--- config.mk ---
export PLATFORM = sky130hd
export DESIGN_NAME = vx_tcu_drl_exp_align
export DESIGN_NICKNAME = d
export VERILOG_FILES = /design/src/rtl/vx_tcu_drl_exp_align_pkg.sv /design/src/rtl/vx_tcu_drl_exp_align_max_tree.sv /design/src/rtl/vx_tcu_drl_exp_align.sv
export SDC_FILE = /design/constraint.sdc
export NUM_CORES = 1
export LEC_CHECK = 0
export CAP_MARGIN = 20
export CORE_AREA = 5 5 208 210
export CTS_CLUSTER_DIAMETER = 60
export CTS_CLUSTER_SIZE = 28
export DETAILED_ROUTE_END_ITERATION = 16
export DIE_AREA = 0 0 213 215
export GPL_ROUTABILITY_DRIVEN = 0
export GPL_TIMING_DRIVEN = 1
export PLACE_DENSITY = 0.92
export RECOVER_POWER = 50
export SETUP_SLACK_MARGIN = 0.05
export SLEW_MARGIN = 25
export SYNTH_ARGS = -nofsm -noshare
export SYNTH_HDL_FRONTEND = slang
export SYNTH_SLANG_ARGS = --single-unit
--- constraint.sdc ---
create_clock -name clk -period 19.9 [get_ports clk]
set_input_delay 3.98 -clock clk [delete_from_list [all_inputs] [get_ports clk]]
set_output_delay 3.98 -clock clk [all_outputs]
set_load 0.05 [all_outputs]
--- src/rtl/vx_tcu_drl_exp_align_pkg.sv ---
// Shared TCU exponent front-end definitions: format IDs, product rebias per format, NEG_INF.
package vx_tcu_drl_exp_align_pkg;

   typedef enum logic [2:0] {
      TCU_FP16 = 3'd1,
      TCU_BF16 = 3'd2,
      TCU_FP8  = 3'd3,
      TCU_BF8  = 3'd4,
      TCU_TF32 = 3'd5
   } tcu_fmt_e;

   localparam int                    EXP_W_DEF   = 10;
   localparam logic [EXP_W_DEF-1:0]  EXP_NEG_INF = {1'b1, {(EXP_W_DEF-1){1'b0}}};

   function automatic logic fmt_ok(input logic [2:0] fmt);
      return fmt inside {TCU_FP16, TCU_BF16, TCU_FP8, TCU_BF8, TCU_TF32};
   endfunction

   // Rebias of ea+eb into the common exponent domain; (wa - w) is the window headroom above the product MSB.
   function automatic int bias_of(input logic [2:0] fmt, input int w, input int wa);
      int b;
      case (fmt)
         TCU_FP16:           b = 97;
         TCU_BF8:            b = 98;
         TCU_FP8:            b = 114;
         TCU_BF16, TCU_TF32: b = -127;
         default:            b = 0;
      endcase
      return b + (wa - w);
   endfunction

endpackage

--- src/rtl/vx_tcu_drl_exp_align_max_tree.sv ---
// Combinational signed maximum over N exponents; NEG_INF is the most negative code so it never wins.
module vx_tcu_drl_exp_max_tree #(
   parameter int N     = 9,
   parameter int EXP_W = 10
) (
   input  logic [N-1:0][EXP_W-1:0] i_exps,
   output logic [EXP_W-1:0]        o_max
);

   always_comb begin
      o_max = i_exps[0];
      for (int i = 1; i < N; i++)
         if ($signed(i_exps[i]) > $signed(o_max)) o_max = i_exps[i];
   end

endmodule

--- src/rtl/vx_tcu_drl_exp_align.sv ---
// Pipelined TCU exponent front-end: S1 term exponents, S2 max reduction, S3 per-term shift/drop.
module vx_tcu_drl_exp_align
   import vx_tcu_drl_exp_align_pkg::*;
#(
   parameter int NUM_TERMS = 8,
   parameter int EXP_W     = 10,
   parameter int W         = 25,
   parameter int WA        = 28,
   parameter int SHIFT_W   = $clog2(WA) + 1,
   parameter int TAG_W     = 8
) (
   input  logic                              clk,
   input  logic                              reset_n,
   input  logic                              in_valid,
   output logic                              in_ready,
   input  logic [2:0]                        in_fmt,
   input  logic [NUM_TERMS-1:0][7:0]         in_ea,
   input  logic [NUM_TERMS-1:0][7:0]         in_eb,
   input  logic [NUM_TERMS-1:0]              in_zero,
   input  logic [7:0]                        in_c_exp,
   input  logic                              in_c_zero,
   input  logic [TAG_W-1:0]                  in_tag,
   output logic                              out_valid,
   input  logic                              out_ready,
   output logic [EXP_W-1:0]                  out_max_exp,
   output logic [NUM_TERMS:0][SHIFT_W-1:0]   out_shift,
   output logic [NUM_TERMS:0]                out_drop,
   output logic                              out_all_zero,
   output logic                              out_fmt_err,
   output logic [TAG_W-1:0]                  out_tag
);

   localparam int               NT      = NUM_TERMS + 1;
   localparam logic [EXP_W-1:0] NEG_INF = {1'b1, {(EXP_W-1){1'b0}}};

   typedef struct packed {
      logic [NT-1:0][EXP_W-1:0] exps;
      logic [NT-1:0]            zero;
      logic                     fmt_err;
      logic [TAG_W-1:0]         tag;
   } stage_t;

   logic [3:1]              r_vld;
   logic                    w_rdy2, w_rdy3;
   stage_t                  w_s1, r_s1, r_s2;
   logic [EXP_W-1:0]        w_bias, w_s2_max, r_s2_max, w_d;
   logic                    w_tf32;
   logic [NT-1:0][SHIFT_W-1:0] w_shift;
   logic [NT-1:0]           w_drop;

   assign w_rdy3    = !r_vld[3] || out_ready;
   assign w_rdy2    = !r_vld[2] || w_rdy3;
   assign in_ready  = !r_vld[1] || w_rdy2;
   assign out_valid = r_vld[3];

   // S1: biased product exponents; zero, TF32 odd lanes and bad formats collapse to NEG_INF
   always_comb begin
      w_s1         = '0;
      w_s1.fmt_err = !fmt_ok(in_fmt);
      w_s1.tag     = in_tag;
      w_bias       = EXP_W'(bias_of(in_fmt, W, WA));
      w_tf32       = (in_fmt == TCU_TF32);
      for (int i = 0; i < NUM_TERMS; i++) begin
         w_s1.zero[i] = in_zero[i] | w_s1.fmt_err | (w_tf32 & i[0]);
         w_s1.exps[i] = w_s1.zero[i] ? NEG_INF
                      : EXP_W'($signed(in_ea[i])) + EXP_W'($signed(in_eb[i])) + w_bias;
      end
      w_s1.zero[NUM_TERMS] = in_c_zero | w_s1.fmt_err;
      w_s1.exps[NUM_TERMS] = w_s1.zero[NUM_TERMS] ? NEG_INF
                           : EXP_W'(in_c_exp) + EXP_W'(WA - W);
   end

   vx_tcu_drl_exp_max_tree #(.N(NT), .EXP_W(EXP_W)) u_max (
      .i_exps (r_s1.exps),
      .o_max  (w_s2_max)
   );

   // S3: distance from max; anything past the window is dropped and parked at shift=WA
   always_comb begin
      w_shift = '0;
      w_drop  = '0;
      w_d     = '0;
      for (int i = 0; i < NT; i++) begin
         w_d = r_s2_max - r_s2.exps[i];
         if (r_s2.exps[i] == NEG_INF || w_d >= EXP_W'(WA)) begin
            w_drop[i]  = 1'b1;
            w_shift[i] = SHIFT_W'(WA);
         end else begin
            w_shift[i] = w_d[SHIFT_W-1:0];
         end
      end
   end

   always_ff @(posedge clk or negedge reset_n) begin
      if (!reset_n) begin
         r_vld        <= '0;
         r_s1         <= '0;
         r_s2         <= '0;
         r_s2_max     <= NEG_INF;
         out_max_exp  <= NEG_INF;
         out_shift    <= '0;
         out_drop     <= '0;
         out_all_zero <= 1'b0;
         out_fmt_err  <= 1'b0;
         out_tag      <= '0;
      end else begin
         if (in_ready) r_vld[1] <= in_valid;
         if (w_rdy2)   r_vld[2] <= r_vld[1];
         if (w_rdy3)   r_vld[3] <= r_vld[2];
         if (in_valid && in_ready) r_s1 <= w_s1;
         if (r_vld[1] && w_rdy2) begin
            r_s2     <= r_s1;
            r_s2_max <= w_s2_max;
         end
         if (r_vld[2] && w_rdy3) begin
            out_max_exp  <= r_s2_max;
            out_shift    <= w_shift;
            out_drop     <= w_drop;
            out_all_zero <= &r_s2.zero;
            out_fmt_err  <= r_s2.fmt_err;
            out_tag      <= r_s2.tag;
         end
      end
   end

endmodule

==> flow_summary.json <==
{
  "drv_cap": 5,
  "cts-root-buf": "clkbuf_16",
  "setup.worst_path.end": "r_s2_max[3]$_DFFE_PN0P_",
  "slew_viol_final": 335,
  "crit_start": "r_s1[26]$_DFFE_PN0P_",
  "rr_worst_depth": 83,
  "die-width_um": 213,
  "synth_area_leaders": "dfrtp_1 33%, ha_1 15%, nand2_1 5.4%, xnor2_1 4.5%, o21ai_0 4.3%",
  "timing.rr.start": "r_s1[26]$_DFFE_PN0P_",
  "path_buf_inv": 7,
  "wl_per_cell_um": 19.61,
  "grt_pass1_vias": 21060,
  "drtIter0Drc": 2438,
  "clock_latency_ps": 550,
  "syn_to_final_growth_pct": 16.19,
  "grtUsageTotal_pct": 28.14,
  "fin_crit_sh_pct": 95.35,
  "wl_um": 66680,
  "slowest_delay_ps": 540,
  "grt_start_max_net_pins": 115,
  "async_flop_share_pct": 100.0,
  "final_nets": 3308,
  "synthTopCellsByCount": "337 x nand2_1, 308 x dfrtp_1, 279 x ha_1, 220 x inv_1, 203 x o21ai_0",
  "required_ps": 20380,
  "cts_inserted_buffers": 22,
  "cts_sinks": 310,
  "r2r_slack_ps": 920,
  "timing_hold_violations_final": 0,
  "rows": 75,
  "ys_seq_area_share_pct": 33.06,
  "path_clk_slew_ps": 90,
  "synth_top_area_share_pct": 32.83,
  "fillers": 3071,
  "slew_headroom_pct": -315.3,
  "yosysWarnings": 0,
  "synthAdderAreaFrac_pct": 17.09,
  "die_h_um": 215,
  "muxShareOfSynthArea_pct": 2.169,
  "synth_compound_area_share_pct": 20.44,
  "cts.path.max_buffers": 3,
  "violations": "capacitance limit, slew limit",
  "synth_edf_count": 0,
  "synth_ff_type": "dfrtp_1",
  "io_pins": 245,
  "syn_area_per_cell_um2": 8.875,
  "synth-simple-area-share_pct": 15.55,
  "synthXorXnorAreaFrac_pct": 6.748,
  "rr_endpoint": "r_s2_max[3]$_DFFE_PN0P_",
  "critical_path_class": "register to register",
  "cp-start-kind": "register",
  "synth_area_um2": 23470,
  "setup_viol": 0,
  "die_area_um2": 45800,
  "synth.distinct_cells": 97,
  "ant_nets": 0,
  "fmax_mhz": 52.70,
  "ys_ff_latch": 310,
  "dr.pass1.iters": 8,
  "grt_overflow": 0,
  "cts-htree-levels": 1,
  "start_util_pct": 56.72,
  "numPortBuffers": 244,
  "design.core.area_um2": 41380,
  "yosysMostFrequentCell": "nand2_1",
  "synth_top_family_by_area": "compound AO/OA/AOI/OAI gates",
  "worstMarginPinSlew_ps": 6230,
  "finalCriticalPeriod_ps": 18980,
  "final.setup_skew_ps": 21.26,
  "cp_top_family": "compound AO/OA/AOI/OAI gates",
  "worst_hold_path_type": "register to register",
  "status": "finished with violations",
  "tritoncts": "built",
  "crit_path_frequent_cell": "ha_1",
  "dpl.cell_count": 3351,
  "antenna_found_initial": 2,
  "postCtsHoldBufs": 0,
  "hold_depth": 2,
  "syn-num-nets": 3109,
  "grt_pass1_wl_um": 107200,
  "final_cells": 3401,
  "dp_hpwl_um": 51320,
  "cp-end-kind": "register",
  "crit_cells": 83,
  "via_count": 21030,
  "arrival_ps": 19460,
  "via_per_inst": 6.183,
  "slowest_stage": "or4_4",
  "drc": 0,
  "synthCells": 2645,
  "synth_area_leader_cell": "dfrtp_1",
  "path_max_fanout": 15,
  "finish.utilization_pct": 65.90,
  "drive_above_1_share_pct": 4.685
}
-- layout by cell type, fill, tap and decap left out, types with 71 or more instances in the layout --
cell type	Yosys	routed
inv_1	220	219
xnor2_1	121	121
nand2_1	337	335
o21ai_0	203	202
nor2_1	125	122
ha_1	279	278
dfrtp_1	308	308
a21oi_1	170	170
a21o_1	91	91
dlygate4sd3_1	0	71
clkdlybuf4s50_1	0	172
-- state kept, by name, summed over array words and instances, names as in the netlist --
register and count:
r_s1 107, r_s2 107, out_shift 54, out_max_exp 10, r_s2_max 10, out_drop 9
out_tag 8, r_vld 3, out_all_zero 1, out_fmt_err 1
-- area by class of cell --
cell class	instances	area [um2]	area share, %
antenna	2	5.005	0.01835
tap	539	674.4	2.473
inverter	220	829.5	3.042
clock inverter	17	249.0	0.9129
multi-input combinational	2030	14640	53.67
sequential	310	7760	28.45
clock buffer	23	575.6	2.110
timing repair buffer	260	2541	9.317
-- repair_timing --
action	CTS	global route
setup endpoints to repair	0	10
buffers inserted	0	7
resized for setup	0	13
-- routing by layer --
metal	routed length, um	track usage (%)	vias up
met1	27130	39.15	9857
met2	29810	45.08	1201
met3	7258	5.221	271
met4	2468	8.278	2
met5	20	0	-
li1	-	-	9698
-- kinds of logic after synthesis --
group / after synthesis
compound gates: 731
xor+xnor: 180
fa+ha+maj: 306
buf+inv: 306
flops: 310
mux: 48
simple gates: 764
-- worst min-delay path, cell delays in order (launching register included) --
cell and delay, ps:
dfrtp_1 350, nand2_1 50, nand2_1 50
-- worst min-delay path by stage --
stage | startpoint | slack, ps | to
3_3_place_gp | r_s1[2]$_DFFE_PN0P_ | 440 | r_s2[2]$_DFFE_PN0P_
6_report | r_s1[6]$_DFFE_PN0P_ | 470 | r_s2[6]$_DFFE_PN0P_
3_5_place_dp | r_s1[5]$_DFFE_PN0P_ | 450 | r_s2[5]$_DFFE_PN0P_
4_1_cts | r_s1[6]$_DFFE_PN0P_ | 460 | r_s2[6]$_DFFE_PN0P_
2_1_floorplan | r_s2[8]$_DFFE_PN0P_ | 440 | out_fmt_err$_DFFE_PN0P_
5_1_grt | out_max_exp[9]$_DFFE_PN1P_ | 490 | out_max_exp[9]$_DFFE_PN1P_
-- through the flow --
| stage | instance area [um2] | TNS, ps | hold slack, ps | setup slack (ps) |
|---|---|---|---|---|
| CTS | 27160 | 0 | 463.2 | 548.5 |
| global route | 27270 | -12.29 | 492.0 | -12.29 |
| floorplan | 23470 | 0 | 438.6 | 3242 |
| global placement | 26340 | 0 | 444.3 | 1870 |
| finish | 27270 | 0 | 468.2 | 924.7 |
| detailed placement | 26340 | 0 | 453.0 | 573.7 |
Power is not shown: default switching activity piles up to over one toggle a cycle in this logic, so the estimate is an artifact.
